==> config.mk <==
export PLATFORM = sky130hd
export DESIGN_NAME = scr1_avl_mem_arbiter_flat
export DESIGN_NICKNAME = d
export VERILOG_FILES = /design/src/rtl/scr1_avl_mem_arbiter_if.sv /design/src/rtl/scr1_avl_mem_arbiter.sv /design/src/flat_wrapper.sv
export SDC_FILE = /design/constraint.sdc
export NUM_CORES = 1
export LEC_CHECK = 0
export ABC_AREA = 1
export BUFFER_PORTS_ARGS = -buffer_cell sky130_fd_sc_hd__buf_2
export CORE_AREA = 3 3 126 128
export DETAILED_ROUTE_END_ITERATION = 12
export DIE_AREA = 0 0 129 131
export MAX_ROUTING_LAYER = met4
export PLACE_DENSITY = 0.48
export SLEW_MARGIN = 0
export SYNTH_ARGS = -nofsm -noshare
export SYNTH_HDL_FRONTEND = slang
export SYNTH_SLANG_ARGS = --single-unit
==> constraint.sdc <==
create_clock -name cpu_clk -period 3.64 [get_ports cpu_clk]
set_clock_uncertainty 0.15 [all_clocks]
set_input_delay 0.91 -clock cpu_clk [delete_from_list [all_inputs] [get_ports cpu_clk]]
set_output_delay 0.91 -clock cpu_clk [all_outputs]
set_load 0.005 [all_outputs]
==> src/rtl/scr1_avl_mem_arbiter_if.sv <==
// Avalon-MM port bundle shared by the imem, dmem and memory sides of the arbiter.
//  master modport : issues address/read/write/writedata/byteenable, receives
//                   waitrequest/readdata/readdatavalid/response.
//  slave modport  : the mirror image, used where commands are received.
interface scr1_avl_mem_arbiter_if #(
   parameter int unsigned ADDR_W = 32,
   parameter int unsigned DATA_W = 32
);
   logic [ADDR_W-1:0]   address;
   logic                read;
   logic                write;
   logic [DATA_W-1:0]   writedata;
   logic [DATA_W/8-1:0] byteenable;
   logic                waitrequest;
   logic [DATA_W-1:0]   readdata;
   logic                readdatavalid;
   logic [1:0]          response;

   modport master (
      output address, read, write, writedata, byteenable,
      input  waitrequest, readdata, readdatavalid, response
   );

   modport slave (
      input  address, read, write, writedata, byteenable,
      output waitrequest, readdata, readdatavalid, response
   );
endinterface

==> src/rtl/scr1_avl_mem_arbiter.sv <==
// Shares one Avalon-MM memory master between the SCR1 imem and dmem ports.
// Round-robin grant with zero added latency, held while the memory stalls; up to
// MAX_PEND pipelined reads, with an in-order tag FIFO steering each readdatavalid
// back to the port that issued the read.
//  cpu_clk, cpu_rst_n : clock, asynchronous active-low reset
//  imem, dmem         : slave-side Avalon ports from the core
//  mem                : master-side Avalon port to the memory interconnect
//  pend_cnt           : outstanding read count
//  err_unexp_rdv      : sticky flag, readdatavalid seen with no read outstanding
module scr1_avl_mem_arbiter #(
   parameter int unsigned ADDR_W   = 32,
   parameter int unsigned DATA_W   = 32,
   parameter int unsigned MAX_PEND = 4
) (
   input  logic                        cpu_clk,
   input  logic                        cpu_rst_n,
   scr1_avl_mem_arbiter_if.slave       imem,
   scr1_avl_mem_arbiter_if.slave       dmem,
   scr1_avl_mem_arbiter_if.master      mem,
   output logic [$clog2(MAX_PEND):0]   pend_cnt,
   output logic                        err_unexp_rdv
);
   localparam int unsigned PtrW = $clog2(MAX_PEND);
   localparam int unsigned CntW = PtrW + 1;

   typedef enum logic {OwnImem = 1'b0, OwnDmem = 1'b1} owner_e;
   typedef enum logic {StFree = 1'b0, StLock = 1'b1} state_e;

   state_e              state_q, state_d;
   owner_e              lock_owner_q, lock_owner_d;
   owner_e              last_gnt_q, last_gnt_d;
   logic [MAX_PEND-1:0] tag_q, tag_d;
   logic [PtrW-1:0]     wr_ptr_q, wr_ptr_d;
   logic [PtrW-1:0]     rd_ptr_q, rd_ptr_d;
   logic [CntW-1:0]     cnt_q, cnt_d;
   logic                err_q, err_d;

   owner_e owner;
   logic   gnt_vld, elig_i, elig_d, room, pop, push, cmd, accept;
   logic   sel_read, sel_write, head_dmem;

   always_comb begin
      pop  = mem.readdatavalid & (cnt_q != '0);
      // A read returning this cycle frees a slot, so a full FIFO can still take a read.
      room = (cnt_q < CntW'(MAX_PEND)) | pop;
      // A simultaneous read+write is handled as a read.
      elig_i = imem.read ? room : imem.write;
      elig_d = dmem.read ? room : dmem.write;

      gnt_vld = 1'b0;
      owner   = lock_owner_q;
      if (state_q == StLock) begin
         gnt_vld = 1'b1;
      end else if (elig_i && elig_d) begin
         gnt_vld = 1'b1;
         owner   = (last_gnt_q == OwnImem) ? OwnDmem : OwnImem;
      end else if (elig_d) begin
         gnt_vld = 1'b1;
         owner   = OwnDmem;
      end else if (elig_i) begin
         gnt_vld = 1'b1;
         owner   = OwnImem;
      end

      sel_read  = (owner == OwnDmem) ? dmem.read  : imem.read;
      sel_write = (owner == OwnDmem) ? dmem.write : imem.write;

      mem.read       = gnt_vld & sel_read;
      mem.write      = gnt_vld & sel_write & ~sel_read;
      mem.address    = (owner == OwnDmem) ? dmem.address    : imem.address;
      mem.writedata  = (owner == OwnDmem) ? dmem.writedata  : imem.writedata;
      mem.byteenable = (owner == OwnDmem) ? dmem.byteenable : imem.byteenable;

      imem.waitrequest = ~(gnt_vld & (owner == OwnImem)) | mem.waitrequest;
      dmem.waitrequest = ~(gnt_vld & (owner == OwnDmem)) | mem.waitrequest;

      cmd    = mem.read | mem.write;
      accept = cmd & ~mem.waitrequest;
      push   = accept & mem.read;

      head_dmem          = tag_q[rd_ptr_q];
      imem.readdata      = mem.readdata;
      dmem.readdata      = mem.readdata;
      imem.readdatavalid = pop & ~head_dmem;
      dmem.readdatavalid = pop & head_dmem;
      imem.response      = (pop & ~head_dmem) ? mem.response : 2'b00;
      dmem.response      = (pop & head_dmem)  ? mem.response : 2'b00;
   end

   // Grant lock: a stalled command keeps the bus until memory takes it.
   always_comb begin
      state_d      = state_q;
      lock_owner_d = lock_owner_q;
      last_gnt_d   = last_gnt_q;
      if (accept) begin
         state_d    = StFree;
         last_gnt_d = owner;
      end else if (cmd) begin
         state_d      = StLock;
         lock_owner_d = owner;
      end else begin
         // Owner dropped its command: nothing left to hold the bus for.
         state_d = StFree;
      end
   end

   always_comb begin
      tag_d    = tag_q;
      wr_ptr_d = wr_ptr_q;
      rd_ptr_d = rd_ptr_q;
      if (push) begin
         tag_d[wr_ptr_q] = (owner == OwnDmem);
         wr_ptr_d        = wr_ptr_q + 1'b1;
      end
      if (pop) begin
         rd_ptr_d = rd_ptr_q + 1'b1;
      end
      cnt_d = cnt_q + CntW'(push) - CntW'(pop);
      err_d = err_q | (mem.readdatavalid & (cnt_q == '0));
   end

   always_ff @(posedge cpu_clk or negedge cpu_rst_n) begin
      if (!cpu_rst_n) begin
         state_q      <= StFree;
         lock_owner_q <= OwnImem;
         last_gnt_q   <= OwnImem;
         tag_q        <= '0;
         wr_ptr_q     <= '0;
         rd_ptr_q     <= '0;
         cnt_q        <= '0;
         err_q        <= 1'b0;
      end else begin
         state_q      <= state_d;
         lock_owner_q <= lock_owner_d;
         last_gnt_q   <= last_gnt_d;
         tag_q        <= tag_d;
         wr_ptr_q     <= wr_ptr_d;
         rd_ptr_q     <= rd_ptr_d;
         cnt_q        <= cnt_d;
         err_q        <= err_d;
      end
   end

   assign pend_cnt      = cnt_q;
   assign err_unexp_rdv = err_q;
endmodule
==> src/flat_wrapper.sv <==
// flat-port wrapper written by rule: the top's interface ports become plain ports
module scr1_avl_mem_arbiter_flat 
#(
   parameter int unsigned ADDR_W   = 32,
   parameter int unsigned DATA_W   = 32,
   parameter int unsigned MAX_PEND = 4
)
  (cpu_clk, cpu_rst_n, pend_cnt, err_unexp_rdv, imem_address, imem_read, imem_write, imem_writedata, imem_byteenable, imem_waitrequest, imem_readdata, imem_readdatavalid, imem_response, dmem_address, dmem_read, dmem_write, dmem_writedata, dmem_byteenable, dmem_waitrequest, dmem_readdata, dmem_readdatavalid, dmem_response, mem_address, mem_read, mem_write, mem_writedata, mem_byteenable, mem_waitrequest, mem_readdata, mem_readdatavalid, mem_response);
  scr1_avl_mem_arbiter_if #(.ADDR_W(ADDR_W), .DATA_W(DATA_W)) imem_i ();
  scr1_avl_mem_arbiter_if #(.ADDR_W(ADDR_W), .DATA_W(DATA_W)) dmem_i ();
  scr1_avl_mem_arbiter_if #(.ADDR_W(ADDR_W), .DATA_W(DATA_W)) mem_i ();
  input  logic cpu_clk;
  input  logic cpu_rst_n;
  output logic [$clog2(MAX_PEND):0] pend_cnt;
  output logic err_unexp_rdv;
  input wire logic [$bits(imem_i.address)-1:0] imem_address;
  input wire logic [$bits(imem_i.read)-1:0] imem_read;
  input wire logic [$bits(imem_i.write)-1:0] imem_write;
  input wire logic [$bits(imem_i.writedata)-1:0] imem_writedata;
  input wire logic [$bits(imem_i.byteenable)-1:0] imem_byteenable;
  output wire logic [$bits(imem_i.waitrequest)-1:0] imem_waitrequest;
  output wire logic [$bits(imem_i.readdata)-1:0] imem_readdata;
  output wire logic [$bits(imem_i.readdatavalid)-1:0] imem_readdatavalid;
  output wire logic [$bits(imem_i.response)-1:0] imem_response;
  input wire logic [$bits(dmem_i.address)-1:0] dmem_address;
  input wire logic [$bits(dmem_i.read)-1:0] dmem_read;
  input wire logic [$bits(dmem_i.write)-1:0] dmem_write;
  input wire logic [$bits(dmem_i.writedata)-1:0] dmem_writedata;
  input wire logic [$bits(dmem_i.byteenable)-1:0] dmem_byteenable;
  output wire logic [$bits(dmem_i.waitrequest)-1:0] dmem_waitrequest;
  output wire logic [$bits(dmem_i.readdata)-1:0] dmem_readdata;
  output wire logic [$bits(dmem_i.readdatavalid)-1:0] dmem_readdatavalid;
  output wire logic [$bits(dmem_i.response)-1:0] dmem_response;
  output wire logic [$bits(mem_i.address)-1:0] mem_address;
  output wire logic [$bits(mem_i.read)-1:0] mem_read;
  output wire logic [$bits(mem_i.write)-1:0] mem_write;
  output wire logic [$bits(mem_i.writedata)-1:0] mem_writedata;
  output wire logic [$bits(mem_i.byteenable)-1:0] mem_byteenable;
  input wire logic [$bits(mem_i.waitrequest)-1:0] mem_waitrequest;
  input wire logic [$bits(mem_i.readdata)-1:0] mem_readdata;
  input wire logic [$bits(mem_i.readdatavalid)-1:0] mem_readdatavalid;
  input wire logic [$bits(mem_i.response)-1:0] mem_response;
  assign imem_i.address = imem_address;
  assign imem_i.read = imem_read;
  assign imem_i.write = imem_write;
  assign imem_i.writedata = imem_writedata;
  assign imem_i.byteenable = imem_byteenable;
  assign imem_waitrequest = imem_i.waitrequest;
  assign imem_readdata = imem_i.readdata;
  assign imem_readdatavalid = imem_i.readdatavalid;
  assign imem_response = imem_i.response;
  assign dmem_i.address = dmem_address;
  assign dmem_i.read = dmem_read;
  assign dmem_i.write = dmem_write;
  assign dmem_i.writedata = dmem_writedata;
  assign dmem_i.byteenable = dmem_byteenable;
  assign dmem_waitrequest = dmem_i.waitrequest;
  assign dmem_readdata = dmem_i.readdata;
  assign dmem_readdatavalid = dmem_i.readdatavalid;
  assign dmem_response = dmem_i.response;
  assign mem_address = mem_i.address;
  assign mem_read = mem_i.read;
  assign mem_write = mem_i.write;
  assign mem_writedata = mem_i.writedata;
  assign mem_byteenable = mem_i.byteenable;
  assign mem_i.waitrequest = mem_waitrequest;
  assign mem_i.readdata = mem_readdata;
  assign mem_i.readdatavalid = mem_readdatavalid;
  assign mem_i.response = mem_response;
  scr1_avl_mem_arbiter #(.ADDR_W(ADDR_W), .DATA_W(DATA_W), .MAX_PEND(MAX_PEND)) u_core (.cpu_clk(cpu_clk), .cpu_rst_n(cpu_rst_n), .imem(imem_i), .dmem(dmem_i), .mem(mem_i), .pend_cnt(pend_cnt), .err_unexp_rdv(err_unexp_rdv));
endmodule
After elaboration in Yosys (flattened, before gate mapping)
Index checks and enable logic that the tools add are counted.

operators by class
  $add $sub $neg = 4
  magnitude comparators = 4
  multiplexer cells = 25
  bitwise gates (word level) = 23
  reduce and logical (&&, ||, !) cells = 5

operators by type and width
  operator                                                                              count
  32-bit 2-to-1 mux                                                                     2
  1-bit 2-to-1 mux                                                                      17
  1-bit AND                                                                             11
  1-bit inverter                                                                        7
  2-bit by 3-bit < comparator with 1-bit output (second input constant)                 2
  1-bit bitwise OR                                                                      5
  2-bit by 1-bit adder with 2-bit output (second input constant)                        2
  4-bit bitwise mux                                                                     1
  2-bit 2-to-1 mux                                                                      2
  4-bit 2-to-1 mux                                                                      1
  3-bit by 1-bit adder with 3-bit output                                                1
  3-bit logical NOT                                                                     1
  3-bit < comparator (second input constant)                                            1
  3-bit nonzero test                                                                    1
  3-bit by 1-bit subtractor with 3-bit output                                           1
  1-bit binary-select mux with 2-bit select                                             1
  1-bit demux with 2-bit select                                                         1
  2-bit by 1-bit greater-or-equal comparator with 1-bit output (second input constant)  1
  1-bit logical AND                                                                     2
  2-bit AND reduction                                                                   1

word-level totals
  register bits after elaboration = 15
  input port bits = 178
  word-level logic and storage cells = 69

Longest topological paths before layout
Gate-level depths: netlist of the first run.

  depth after elaboration = 16
  gate-level depth with buffers = 13

Worst setup path after synthesis of the first run
No wires, ideal clock.

  path type = input-to-output
  start = input mem_readdatavalid
  end = output mem_address[14]
  arrival = 1.834 ns
  required time = 2.580 ns
  path slack = 0.746 ns
  stages on the path = 10
  buffers on the path = 2
  cells stage by stage = inv_1 > nand3_1 > nand3b_1 > nand2_2 > nand2_4 > inv_2 > buf_2 > buf_2 > nand2_1 > nand2_1

on the way
  cells in the longest elaborated chain, start to end = 8

ends and longest elaborated chain
  element              RTL line                    source
  start: declaration   flat_wrapper.sv:41          input wire logic [$bits(mem_i.readdatavalid)-1:0] mem_readdatavalid;
  1-bit AND *          scr1_avl_mem_arbiter.sv:43  pop = mem.readdatavalid & (cnt_q != '0);
  1-bit bitwise OR *   scr1_avl_mem_arbiter.sv:45  room = (cnt_q < CntW'(MAX_PEND)) | pop;
  1-bit 2-to-1 mux     scr1_avl_mem_arbiter.sv:47  elig_i = imem.read ? room : imem.write;
  1-bit 2-to-1 mux     scr1_avl_mem_arbiter.sv:60  end else if (elig_i) begin
  1-bit 2-to-1 mux     scr1_avl_mem_arbiter.sv:57  end else if (elig_d) begin
  1-bit 2-to-1 mux *   scr1_avl_mem_arbiter.sv:54  end else if (elig_i && elig_d) begin
  1-bit 2-to-1 mux *   scr1_avl_mem_arbiter.sv:52  if (state_q == StLock) begin
  32-bit 2-to-1 mux *  scr1_avl_mem_arbiter.sv:70  mem.address = (owner == OwnDmem) ? dmem.address : imem.address;
  end: declaration     flat_wrapper.sv:34          output wire logic [$bits(mem_i.address)-1:0] mem_address;

Mark *: on every way between the ends. The rest lies on a longest branch, timed or not.

Worst setup path after layout of the first run
  start = input mem_readdatavalid
  end = output mem_write

on the way
  cells in the longest elaborated chain, start to end = 10

ends and longest elaborated chain
  element                                             RTL line                                                source
  1-bit AND *                                         scr1_avl_mem_arbiter.sv:43
  1-bit bitwise OR *                                  scr1_avl_mem_arbiter.sv:45
  1-bit 2-to-1 mux                                    scr1_avl_mem_arbiter.sv:47
  1-bit 2-to-1 mux                                    scr1_avl_mem_arbiter.sv:60
  1-bit 2-to-1 mux                                    scr1_avl_mem_arbiter.sv:57
  1-bit 2-to-1 mux                                    scr1_avl_mem_arbiter.sv:54
  1-bit 2-to-1 mux                                    scr1_avl_mem_arbiter.sv:52
  1-bit 2-to-1 mux, on equally long branches          scr1_avl_mem_arbiter.sv:66, scr1_avl_mem_arbiter.sv:65
  1-bit AND / 1-bit inverter (equally long branches)  scr1_avl_mem_arbiter.sv:69                              mem.write = gnt_vld & sel_write & ~sel_read;
  1-bit AND *                                         scr1_avl_mem_arbiter.sv:69
  end: declaration                                    flat_wrapper.sv:36                                      output wire logic [$bits(mem_i.write)-1:0] mem_write;

Marks and branches as above.

==> results of run 1 <==
-- state kept, by name, indices dropped and copies added, names as in the netlist --
register              count
u_core.lock_owner_q       1
u_core.rd_ptr_q           2
u_core.last_gnt_q         1
u_core.wr_ptr_q           2
u_core.tag_q              4
u_core.err_unexp_rdv      1
u_core.pend_cnt           3
u_core.state_q            1
-- routing by layer --
| metal | vias up | GRT usage [%] | wire, µm |
|---|---|---|---|
| li1 | 1463 | - | - |
| met1 | 1116 | 12.1 | 3540 |
| met2 | 133 | 14.2 | 4160 |
| met3 | 28 | 2.48 | 837 |
| met4 | 0 | 4.32 | 332 |
| met5 | - | - | 0 |
-- layout make-up --
class	instances	area (µm²)	share of cell area (%)
clock inverters	1	7.51	0.232
multi-input cells	285	1250	38.8
well taps	188	235	7.27
flip-flops and latches	15	375	11.6
inverters	23	86.3	2.67
diodes	1	2.50	0.0774
repair buffers	232	1200	37.1
clock buffers	3	75.1	2.32
-- per-stage QoR --
| stage | worst slack [ns] | instance area [µm²] | cells |
|---|---|---|---|
| 4_1_cts | 0.298 | 3230 | 747 |
| 2_1_floorplan | 0.746 | 2260 | 402 |
| 3_5_place_dp | 0.302 | 3150 | 743 |
| 6_report | 0.308 | 3230 | 748 |
| 3_3_place_gp | 0.308 | 3150 | 743 |
| 5_1_grt | 0.142 | 3230 | 748 |
-- Yosys cell counts --
cell	instances
sky130_fd_sc_hd__inv_1	21
sky130_fd_sc_hd__nand4_1	3
sky130_fd_sc_hd__xor2_1	2
sky130_fd_sc_hd__nand3_1	20
sky130_fd_sc_hd__inv_2	1
sky130_fd_sc_hd__nor3_4	1
sky130_fd_sc_hd__o21ai_1	1
sky130_fd_sc_hd__o21bai_1	1
sky130_fd_sc_hd__nand2_1	228
sky130_fd_sc_hd__nand2_2	3
sky130_fd_sc_hd__a21oi_1	1
sky130_fd_sc_hd__nor2_4	1
sky130_fd_sc_hd__ha_1	6
sky130_fd_sc_hd__xnor2_1	2
sky130_fd_sc_hd__nor2_1	10
sky130_fd_sc_hd__buf_2	7
sky130_fd_sc_hd__a21boi_0	1
sky130_fd_sc_hd__a32o_1	1
sky130_fd_sc_hd__nand2_4	2
sky130_fd_sc_hd__buf_4	65
sky130_fd_sc_hd__dfrtp_1	15
sky130_fd_sc_hd__fa_1	1
sky130_fd_sc_hd__clkinv_1	1
sky130_fd_sc_hd__clkbuf_1	7
sky130_fd_sc_hd__nand3b_1	1
-- kinds of logic after synthesis --
family | Yosys count
adders and majority gates | 7
buffers and inverters | 102
AOI/OAI and AO/OA | 5
DFF | 15
and+or+nand+nor | 269
xor gates and xnor gates | 4
-- power groups by stage --
stage | clock network [mW] | logic (mW) | registers [mW]
5_1_grt | 0.229 | 1.91 | 0.326
3_3_place_gp | 0 | 1.67 | 0.315
6_report | 0.219 | 1.64 | 0.311
3_5_place_dp | 0 | 1.67 | 0.314
4_1_cts | 0.222 | 1.68 | 0.312
2_1_floorplan | 0 | 0.988 | 0.301
-- worst min-delay path, cell delays in order (launching register included) --
cell                      delay (ns)
sky130_fd_sc_hd__dfrtp_1        0.34
sky130_fd_sc_hd__nand2_1        0.05
sky130_fd_sc_hd__nand2_1        0.05
-- worst min path at each step --
stage / start / endpoint / slack (ns) / depth (start not counted)
after floorplan: u_core.last_gnt_q / u_core.last_gnt_q / 0.28 / 2
after global placement: u_core.lock_owner_q / u_core.lock_owner_q / 0.31 / 2
after detailed placement: u_core.lock_owner_q / u_core.lock_owner_q / 0.31 / 2
after CTS: u_core.lock_owner_q / u_core.lock_owner_q / 0.32 / 2
after global routing: u_core.lock_owner_q / u_core.lock_owner_q / 0.35 / 2
final: u_core.lock_owner_q / u_core.lock_owner_q / 0.32 / 2
==> summary.txt, run 1 <==
=====================================================================================
Root Buffer Master                                                       sky130_fd_sc_hd__clkbuf_16
Half-perimeter wire length after placement                                    7.64 mm
Syn Nets                                                                          587
Crit path to                                                                mem_write
Area of the die                                                             16900 µm²
R2r startpoint                                                           u_core.pend_cnt[2]
Antenna violations before repair                                                    1
Leak pwr                                                                      2.11 nW
DR vias                                                                          2740
Maximum clock frequency                                                     0.300 GHz
Most common cell after layout, fill and taps aside                       sky130_fd_sc_hd__nand2_1
Clock network power share                                                       10.1%
Pin count of the biggest net entering global routing                               60
Hold Crit Class                                                               reg2reg
R2r worst-path depth                                                               12
Sequence of cells on the critical path                                   buf_2, inv_1, nand3_1, nand3b_1, nand2_2, nand2_4, buf_4, nand2_2, nand2_4, a21boi_0, buf_2
Layout cells sized above 1                                                      43.6%
Hold WS                                                                      0.320 ns
Slew headroom                                                                   76.0%
RSZ-0062 raised after global routing                                            false
Chip height                                                                    131 µm
Post-Syn Instances                                                                402
Number of fill cells                                                             1797
Floorplan core area                                                         15000 µm²
Critical-path cell with the highest stage delay                          sky130_fd_sc_hd__a21boi_0
Clock transition at path regs                                                 0.05 ns
Data arrival time of the critical path                                        2.27 ns
Average footprint of a synthesized cell                                      5.63 µm²
Clock network latency to the later pin of the worst-skew pair                 0.24 ns
Buffers inserted by post-CTS timing repair                                          0
Remaining Overflow, GRT                                                             0
Max_cap viols                                                                       0
Remaining antenna violation count after routing                                     0
Number of warnings reported in the yosys synthesis log                              0
Num Clock Sinks                                                                    15
Kind of end point of the critical path                                     output pin
Quantity of hold-fixing buffers added after cts                                     0
Number of synthesized register bits                                                15
Net count, final                                                                  745
Endpoint required time on the critical path                                   2.58 ns
Worst Setup Start Kind                                                   primary input
Leading cell types in the layout, fill and taps excluded                 sky130_fd_sc_hd__nand2_1, sky130_fd_sc_hd__buf_2, sky130_fd_sc_hd__inv_1, sky130_fd_sc_hd__nand3_1, sky130_fd_sc_hd__dfrtp_1
Share of synthesized area occupied by flip-flops and latches                    16.6%
Mapped Area                                                                  2260 µm²
Maximum number of buffers from clock root to sink                                   2
Area contributors post-synth                                             sky130_fd_sc_hd__nand2_1, sky130_fd_sc_hd__buf_4, sky130_fd_sc_hd__dfrtp_1, sky130_fd_sc_hd__nand3_1, sky130_fd_sc_hd__inv_1
Internal power                                                                1.09 mW
Count of distinct cell types in the synthesized netlist                            25
Gates resized, CTS repair                                                           0
Average wire per cell in the routed design                                    11.9 µm
Post-route DRC                                                                      0
Simple-gate share of the synthesized area                                       48.1%
TritonCTS clock tree                                                              yes
Status                                                                   complete, no violations
TritonCTS Buffers                                                                   3
Adder-cell area share of the yosys netlist                                      4.20%
Starting utilization of the core area                                           15.1%
PortBufs                                                                          227
Area share of the leading cell type in the synthesized netlist                  37.8%
Pwr per Cell Area                                                          671 nW/µm²
Share of the cycle needed by the critical path after routing                    91.5%
Via/cell ratio                                                                   3.66
Floorplan row count                                                                45
Reg-to-reg slack, setup                                                       1.10 ns
Synth Area in Compound Gates                                                    1.55%
Switching Share                                                                 49.9%
Critical Path Source                                                     mem_readdatavalid
Wire length of the first global-routing pass                                  12.5 mm
Worst voltage drop across the vdd grid                                       0.202 mV
Maximum single-stage delay on the critical path                               0.20 ns
# setup viols final                                                                 0
Count of routing violations after the opening detailed-route iteration            102
CP Depth                                                                           11
Combined buffer and inverter count along the critical path                          4
Total count of max-transition violations in the final report                        0
Wire length reported by the detailed router                                   8.87 mm
Number of I/O pins                                                                324
Routability congestion estimate                                                 0.801
Via count of the first global-routing pass                                       2403
Horizontal die dimension                                                       129 µm
Crit Reg-Reg Endpoint                                                    u_core.pend_cnt[1]
Maximum level of the CTS H-tree                                                     1
First drt pass iteration count                                                      4
Dominant combinational cell family by area after synthesis               simple AND/OR/NAND/NOR gates
Clock period minus worst slack                                                3.33 ns
Share of synthesized area spent on multiplexers                                    0%
Utilization of the core after routing                                           21.6%
Sequential Power Share                                                          14.4%
Final Hold Viols                                                                    0
Slew at the pin with the worst max-slew slack                                0.360 ns
Area added between synthesis and finish                                         42.8%
Startpoint-to-endpoint class of the critical path                              in2out
Synth Area in XOR/XNOR                                                          1.55%
Switching Power                                                               1.08 mW
Aggregate negative setup slack                                                   0 ns
Total GRT Usage                                                                 9.53%
Combinational cell fraction of total power                                      75.6%
Critical path's top delay family                                         simple AND/OR/NAND/NOR gates
Design Power                                                                  2.17 mW
Cell taking the most area after synthesis                                sky130_fd_sc_hd__nand2_1
CP Max Fanout                                                                       8
=====================================================================================
Note: power is estimated with default switching activity, not from simulation.
==> run 2: changes to the inputs <==
- GPL_ROUTABILITY_DRIVEN: unset -> 0
- GPL_TIMING_DRIVEN: unset -> 0
- SKIP_LAST_GASP: unset -> 1
==> summary.txt, run 2 (synthesized netlist as in run 1, its figures left out) <==
=====================================================================================
Status                                                                   complete, no violations
Most used cell, CP                                                       sky130_fd_sc_hd__buf_2
Horizontal die dimension                                                       129 µm
TritonCTS Buffers                                                                   3
Clock period minus worst slack                                                3.46 ns
Gr busiest metal                                                                 met2
Via/cell ratio                                                                   3.69
Maximum clock frequency                                                     0.289 GHz
Data arrival time of the critical path                                        2.40 ns
Critical-path cell with the highest stage delay                          sky130_fd_sc_hd__buf_2
# setup viols final                                                                 0
Pin count of the biggest net entering global routing                               16
Leading cell types in the layout, fill and taps excluded                 sky130_fd_sc_hd__buf_2, sky130_fd_sc_hd__nand2_1, sky130_fd_sc_hd__buf_4, sky130_fd_sc_hd__inv_1, sky130_fd_sc_hd__nand3_1
Routing usage on met3                                                           1.46%
Quantity of hold-fixing buffers added after cts                                     0
Max_cap viols                                                                       0
Critical path's top delay family                                         buffers and inverters
Slew at the pin with the worst max-slew slack                                0.516 ns
Worst voltage drop across the vdd grid                                       0.288 mV
Wire length reported by the detailed router                                   10.7 mm
Maximum single-stage delay on the critical path                               0.27 ns
RSZ-0062 raised after global routing                                             true
Clock transition at path regs                                                 0.05 ns
Average wire per cell in the routed design                                    12.1 µm
Placement-stage cell area                                                    3960 µm²
Largest register by flop count                                           u_core.tag_q
Number of fill cells                                                             1709
Clock network latency to the later pin of the worst-skew pair                 0.24 ns
Sequence of cells on the critical path                                   buf_2, inv_1, nand3_1, nand3b_1, nand2_2, nand2_4, buf_2, buf_4, nand2_1, nand2_1, buf_2
First drt pass iteration count                                                      4
Share of the cycle needed by the critical path after routing                    95.1%
Chip height                                                                    131 µm
Remaining antenna violation count after routing                                     0
Final Hold Viols                                                                    0
Design Power                                                                  2.31 mW
Number of I/O pins                                                                324
Antenna cells                                                                       0
Leak pwr                                                                      2.68 nW
CP Max Fanout                                                                      10
Count of routing violations after the opening detailed-route iteration            122
Worst Setup Start Kind                                                   primary input
PortBufs                                                                          291
Endpoint required time on the critical path                                   2.58 ns
Half-perimeter wire length after placement                                    9.33 mm
Global routing usage on met1                                                    15.1%
Pwr per Cell Area                                                          570 nW/µm²
Total count of max-transition violations in the final report                        0
Root Buffer Master                                                       sky130_fd_sc_hd__clkbuf_16
GR Layer Usage met2                                                             18.1%
Starting utilization of the core area                                           15.1%
Maximum number of buffers from clock root to sink                                   2
Area of the die                                                             16900 µm²
Layout cells sized above 1                                                      53.8%
Floorplan row count                                                                45
Net count, final                                                                  883
Antenna violations before repair                                                    0
Floorplan core area                                                         15000 µm²
Slew headroom                                                                   65.6%
TritonCTS clock tree                                                              yes
Final non-filler cell area                                                   4040 µm²
DR vias                                                                          3262
Kind of end point of the critical path                                     output pin
Area added between synthesis and finish                                         78.6%
Utilization of the core after routing                                           27.0%
Remaining Overflow, GRT                                                             0
Combined buffer and inverter count along the critical path                          5
Hold Crit Class                                                               reg2reg
Most common cell after layout, fill and taps aside                       sky130_fd_sc_hd__buf_2
Wire length of the first global-routing pass                                  14.5 mm
Via count of the first global-routing pass                                       2885
Largest register FFs                                                                4
Post-route DRC                                                                      0
Num Clock Sinks                                                                    15
Maximum level of the CTS H-tree                                                     1
Startpoint-to-endpoint class of the critical path                              in2out
Total GRT Usage                                                                 11.1%
=====================================================================================
run 2: power breakdown:
group	switching [mW]	internal (mW)	total, mW
logic	1.03	0.748	1.78
registers	0.0607	0.249	0.310
clock network	0.0660	0.148	0.214
total	1.16	1.15	2.31
run 2: worst reg2reg max path: cells and delay by family (launching register included):
family | cells | cell delay (ns)
DFF | 1 | 0.43
xor gates and xnor gates | 1 | 0.14
buffers and inverters | 1 | 0.04
adders and majority gates | 2 | 0.57
and+or+nand+nor | 7 | 0.93
run 2: layout make-up:
cell class                 count  area (µm²)  area share (%)
tap                          188         235            5.82
buffer                        79         558            13.8
inverter                      23        86.3            2.13
timing repair buffer         291        1460            36.0
multi-input combinational    285        1250            31.0
clock buffer                   4        78.8            1.95
sequential                    15         375            9.28
run 2: final timing paths:
check	start	end	slack, ns	depth (start not counted)
worst max-delay path	mem_readdatavalid	mem_writedata[30]	0.18	11
worst min-delay path	u_core.tag_q[2]	u_core.tag_q[2]	0.33	2
worst max register to register	u_core.pend_cnt[2]	u_core.pend_cnt[2]	1.28	11
worst min register to register	u_core.tag_q[2]	u_core.tag_q[2]	0.33	2
max in group asynchronous	cpu_rst_n	u_core.pend_cnt[1]	2.66	1
min in group asynchronous	cpu_rst_n	u_core.tag_q[1]	0.42	1
run 2: timing repair:
item                                    CTS  global route
hold endpoints to repair                  0             0
endpoints found under the setup margin    0            25
resized for setup                         0             6
setup buffers                             0             0
run 2: through the flow:
step	instances	hold WS (ns)	setup TNS, ns	setup WS [ns]
global placement	881	0.307	0	0.0453
CTS	885	0.333	0	0.0432
global route	885	0.354	-0.00313	-0.00313
detailed placement	881	0.320	0	0.0526
finish	885	0.331	0	0.178
floorplan	402	0.283	0	0.746
run 2: per-layer routing:
| metal | up-vias | routed length (µm) |
|---|---|---|
| met2 | 160 | 5260 |
| li1 | 1738 | - |
| met4 | 0 | 66 |
| met3 | 4 | 735 |
| met1 | 1360 | 4610 |
| met5 | - | 0 |
==> run 3: changes to the inputs <==
- ABC_AREA: 1 -> unset
==> summary.txt, run 3 <==
=====================================================================================
Wire length of the first global-routing pass                                  14.5 mm
Sequential Power Share                                                          15.5%
Clock period minus worst slack                                                3.60 ns
PortBufs                                                                          291
Largest register by flop count                                           u_core.tag_q
Net count, final                                                                  721
R2r startpoint                                                           u_core.pend_cnt[2]
Data arrival time of the critical path                                        2.54 ns
Critical Path Source                                                     mem_readdatavalid
Area share of the leading cell type in the synthesized netlist                  34.1%
Global routing usage on met1                                                    15.6%
Kind of end point of the critical path                                     output pin
Hold Crit Class                                                               reg2reg
Average footprint of a synthesized cell                                      9.39 µm²
Maximum number of buffers from clock root to sink                                   2
Floorplan row count                                                                45
Worst Setup Start Kind                                                   primary input
Most used flip-flop cell after synthesis                                 sky130_fd_sc_hd__dfrtp_1
Floorplan core area                                                         15000 µm²
GR Layer Usage met2                                                             18.3%
Endpoint required time on the critical path                                   2.58 ns
Root Buffer Master                                                       sky130_fd_sc_hd__clkbuf_16
Via count of the first global-routing pass                                       2603
Most common cell after layout, fill and taps aside                       sky130_fd_sc_hd__buf_2
Leading cell type by number of instances after synthesis                 sky130_fd_sc_hd__mux2_2
Reg-to-reg slack, setup                                                       0.91 ns
TritonCTS Buffers                                                                   3
Area added between synthesis and finish                                         81.7%
Gr busiest metal                                                                 met2
DR vias                                                                          2783
Num Clock Sinks                                                                    15
Wire length reported by the detailed router                                   10.7 mm
# setup viols final                                                                 0
Remaining Overflow, GRT                                                             0
Area of the die                                                             16900 µm²
Average wire per cell in the routed design                                    14.8 µm
Slew headroom                                                                   62.2%
Total count of max-transition violations in the final report                        0
Pwr per Cell Area                                                          516 nW/µm²
Number of I/O pins                                                                324
Design Power                                                                  2.11 mW
EDFF count, synth                                                                   0
Combined area of the multi-input logic cells                                 1320 µm²
Number of synthesized register bits                                                15
Async set or reset register ratio after synthesis                                100%
Final Hold Viols                                                                    0
Count of routing violations after the opening detailed-route iteration             30
Area contributors post-synth                                             sky130_fd_sc_hd__mux2_2, sky130_fd_sc_hd__buf_4, sky130_fd_sc_hd__dfrtp_1, sky130_fd_sc_hd__ha_1, sky130_fd_sc_hd__nand2_1
Share of the cycle needed by the critical path after routing                    99.0%
R2r worst-path depth                                                               11
Number of fill cells                                                             1647
Crit Reg-Reg Endpoint                                                    u_core.pend_cnt[2]
Leak pwr                                                                      2.26 nW
CP Max Fanout                                                                      10
Switching Power                                                              0.835 mW
Layout cells sized above 1                                                      83.4%
Commonest cells in the netlist                                           sky130_fd_sc_hd__mux2_2, sky130_fd_sc_hd__buf_4, sky130_fd_sc_hd__dfrtp_1, sky130_fd_sc_hd__nand2_1, sky130_fd_sc_hd__inv_1
Syn Nets                                                                          424
Mapped Area                                                                  2240 µm²
Largest register FFs                                                                4
Leading cell types in the layout, fill and taps excluded                 sky130_fd_sc_hd__buf_2, sky130_fd_sc_hd__buf_4, sky130_fd_sc_hd__mux2_2, sky130_fd_sc_hd__dfrtp_1, sky130_fd_sc_hd__nand2_1
Combinational cell fraction of total power                                      74.5%
Internal power                                                                1.27 mW
Maximum clock frequency                                                     0.277 GHz
Worst setup margin                                                          0.0359 ns
Sequential standard cell area                                                 375 µm²
Remaining antenna violation count after routing                                     0
TritonCTS clock tree                                                              yes
Crit path to                                                             mem_writedata[18]
Clock transition at path regs                                                 0.05 ns
Slew at the pin with the worst max-slew slack                                0.563 ns
Horizontal die dimension                                                       129 µm
Pin count of the biggest net entering global routing                               16
Starting utilization of the core area                                           15.0%
Share of synthesized area occupied by flip-flops and latches                    16.7%
Startpoint-to-endpoint class of the critical path                              in2out
Post-route DRC                                                                      0
Max_cap viols                                                                       0
Setup Slack @ Placement                                                     -0.232 ns
Cell taking the most area after synthesis                                sky130_fd_sc_hd__mux2_2
Number of warnings reported in the yosys synthesis log                              0
Switching Share                                                                 39.6%
Half-perimeter wire length after placement                                    9.79 mm
Post-Syn Instances                                                                239
Clock network latency to the later pin of the worst-skew pair                 0.24 ns
Status                                                                   complete, no violations
Chip height                                                                    131 µm
Routing usage on met3                                                           2.03%
Maximum level of the CTS H-tree                                                     1
Count of distinct cell types in the synthesized netlist                            32
Total GRT Usage                                                                 11.5%
Antenna violations before repair                                                    1
First drt pass iteration count                                                      4
Worst voltage drop across the vdd grid                                       0.178 mV
Clock network power share                                                       10.0%
Via/cell ratio                                                                   3.84
=====================================================================================
## run 3: changes by cell type after synthesis, sizes merged, moves of 4 or more
| cell | before | now |
|---|---|---|
| a21oi | 1 | 7 |
| nand2 | 233 | 13 |
| and3 | 0 | 4 |
| o2bb2ai | 0 | 4 |
| nor2 | 11 | 6 |
| inv | 22 | 10 |
| mux2 | 0 | 70 |
| nand3 | 20 | 1 |
| clkbuf | 7 | 0 |
## run 3: cells by family (layout without fill, tap and decap cells)
| kind of cell | Yosys count | count (layout) | synth area share, % |
|---|---|---|---|
| other | 0 | 1 | 0 |
| adder cells (fa/ha/maj) | 7 | 7 | 4.24 |
| XOR/XNOR | 5 | 5 | 1.95 |
| multiplexers | 71 | 71 | 36.5 |
| buffers and inverters | 83 | 379 | 25.5 |
| AO/OA/AOI/OAI | 21 | 21 | 6.63 |
| AND/OR/NAND/NOR | 37 | 37 | 8.53 |
| flip-flops | 15 | 15 | 16.7 |
## run 3: repair_timing
action                     4_1_cts  5_1_grt
gates resized for setup         11        6
pin swaps                        0        1
buffers inserted                 0        2
setup endpoints to repair       70       70
hold buffers                     0        0
## run 3: critical path, stage by stage
cell and delay (ns):
sky130_fd_sc_hd__buf_2 0.12, sky130_fd_sc_hd__nand3b_1 0.23, sky130_fd_sc_hd__and3_4 0.24, sky130_fd_sc_hd__o31a_1 0.24, sky130_fd_sc_hd__buf_6 0.16, sky130_fd_sc_hd__buf_4 0.19
sky130_fd_sc_hd__mux2_2 0.31, sky130_fd_sc_hd__buf_2 0.14
## run 3: metrics by stage
step                      utilization, %  setup TNS, ns  std cells  area, µm²  hold WS (ns)
after floorplan                        -              0        239       2240         0.301
after global placement              26.3          -4.02        718       3940         0.292
after detailed placement            26.3          -5.37        718       3940         0.305
after CTS                           27.0        -0.0457        722       4050         0.315
after global routing                27.2      -0.000751        724       4080         0.352
final                               27.2              0        724       4080         0.306
## run 3: how the worst min path moves through the flow
stage	start	to	slack, ns	cells past startpoint
6_report	u_core.err_unexp_rdv	u_core.err_unexp_rdv	0.31	1
2_1_floorplan	u_core.err_unexp_rdv	u_core.err_unexp_rdv	0.30	1
4_1_cts	u_core.err_unexp_rdv	u_core.err_unexp_rdv	0.32	1
3_5_place_dp	u_core.err_unexp_rdv	u_core.err_unexp_rdv	0.30	1
3_3_place_gp	u_core.err_unexp_rdv	u_core.err_unexp_rdv	0.29	1
5_1_grt	u_core.err_unexp_rdv	u_core.err_unexp_rdv	0.35	1
## run 3: layer usage
| metal | part of all wire (%) | vias to the layer above |
|---|---|---|
| li1 | - | 1353 |
| met1 | 42 | 1259 |
| met2 | 50 | 167 |
| met3 | 7.6 | 4 |
| met4 | 0.67 | 0 |
| met5 | 0 | - |
## run 3: power by group through the flow
| stage | sequential, mW | clock (mW) | combinational, mW |
|---|---|---|---|
| finish | 0.326 | 0.212 | 1.57 |
| global route | 0.341 | 0.229 | 1.72 |
| CTS | 0.328 | 0.216 | 1.58 |
| detailed placement | 0.329 | 0 | 1.53 |
| global placement | 0.324 | 0 | 1.51 |
| floorplan | 0.312 | 0 | 0.904 |
## run 3: area by class of cell
class	instances	area share, %
repair buffers	293	36.1
plain buffers	72	13.7
flip-flops and latches	15	9.20
clock buffers	4	1.93
diodes	1	0.0613
inverters	10	0.920
multi-input cells	141	32.4
well taps	188	5.77
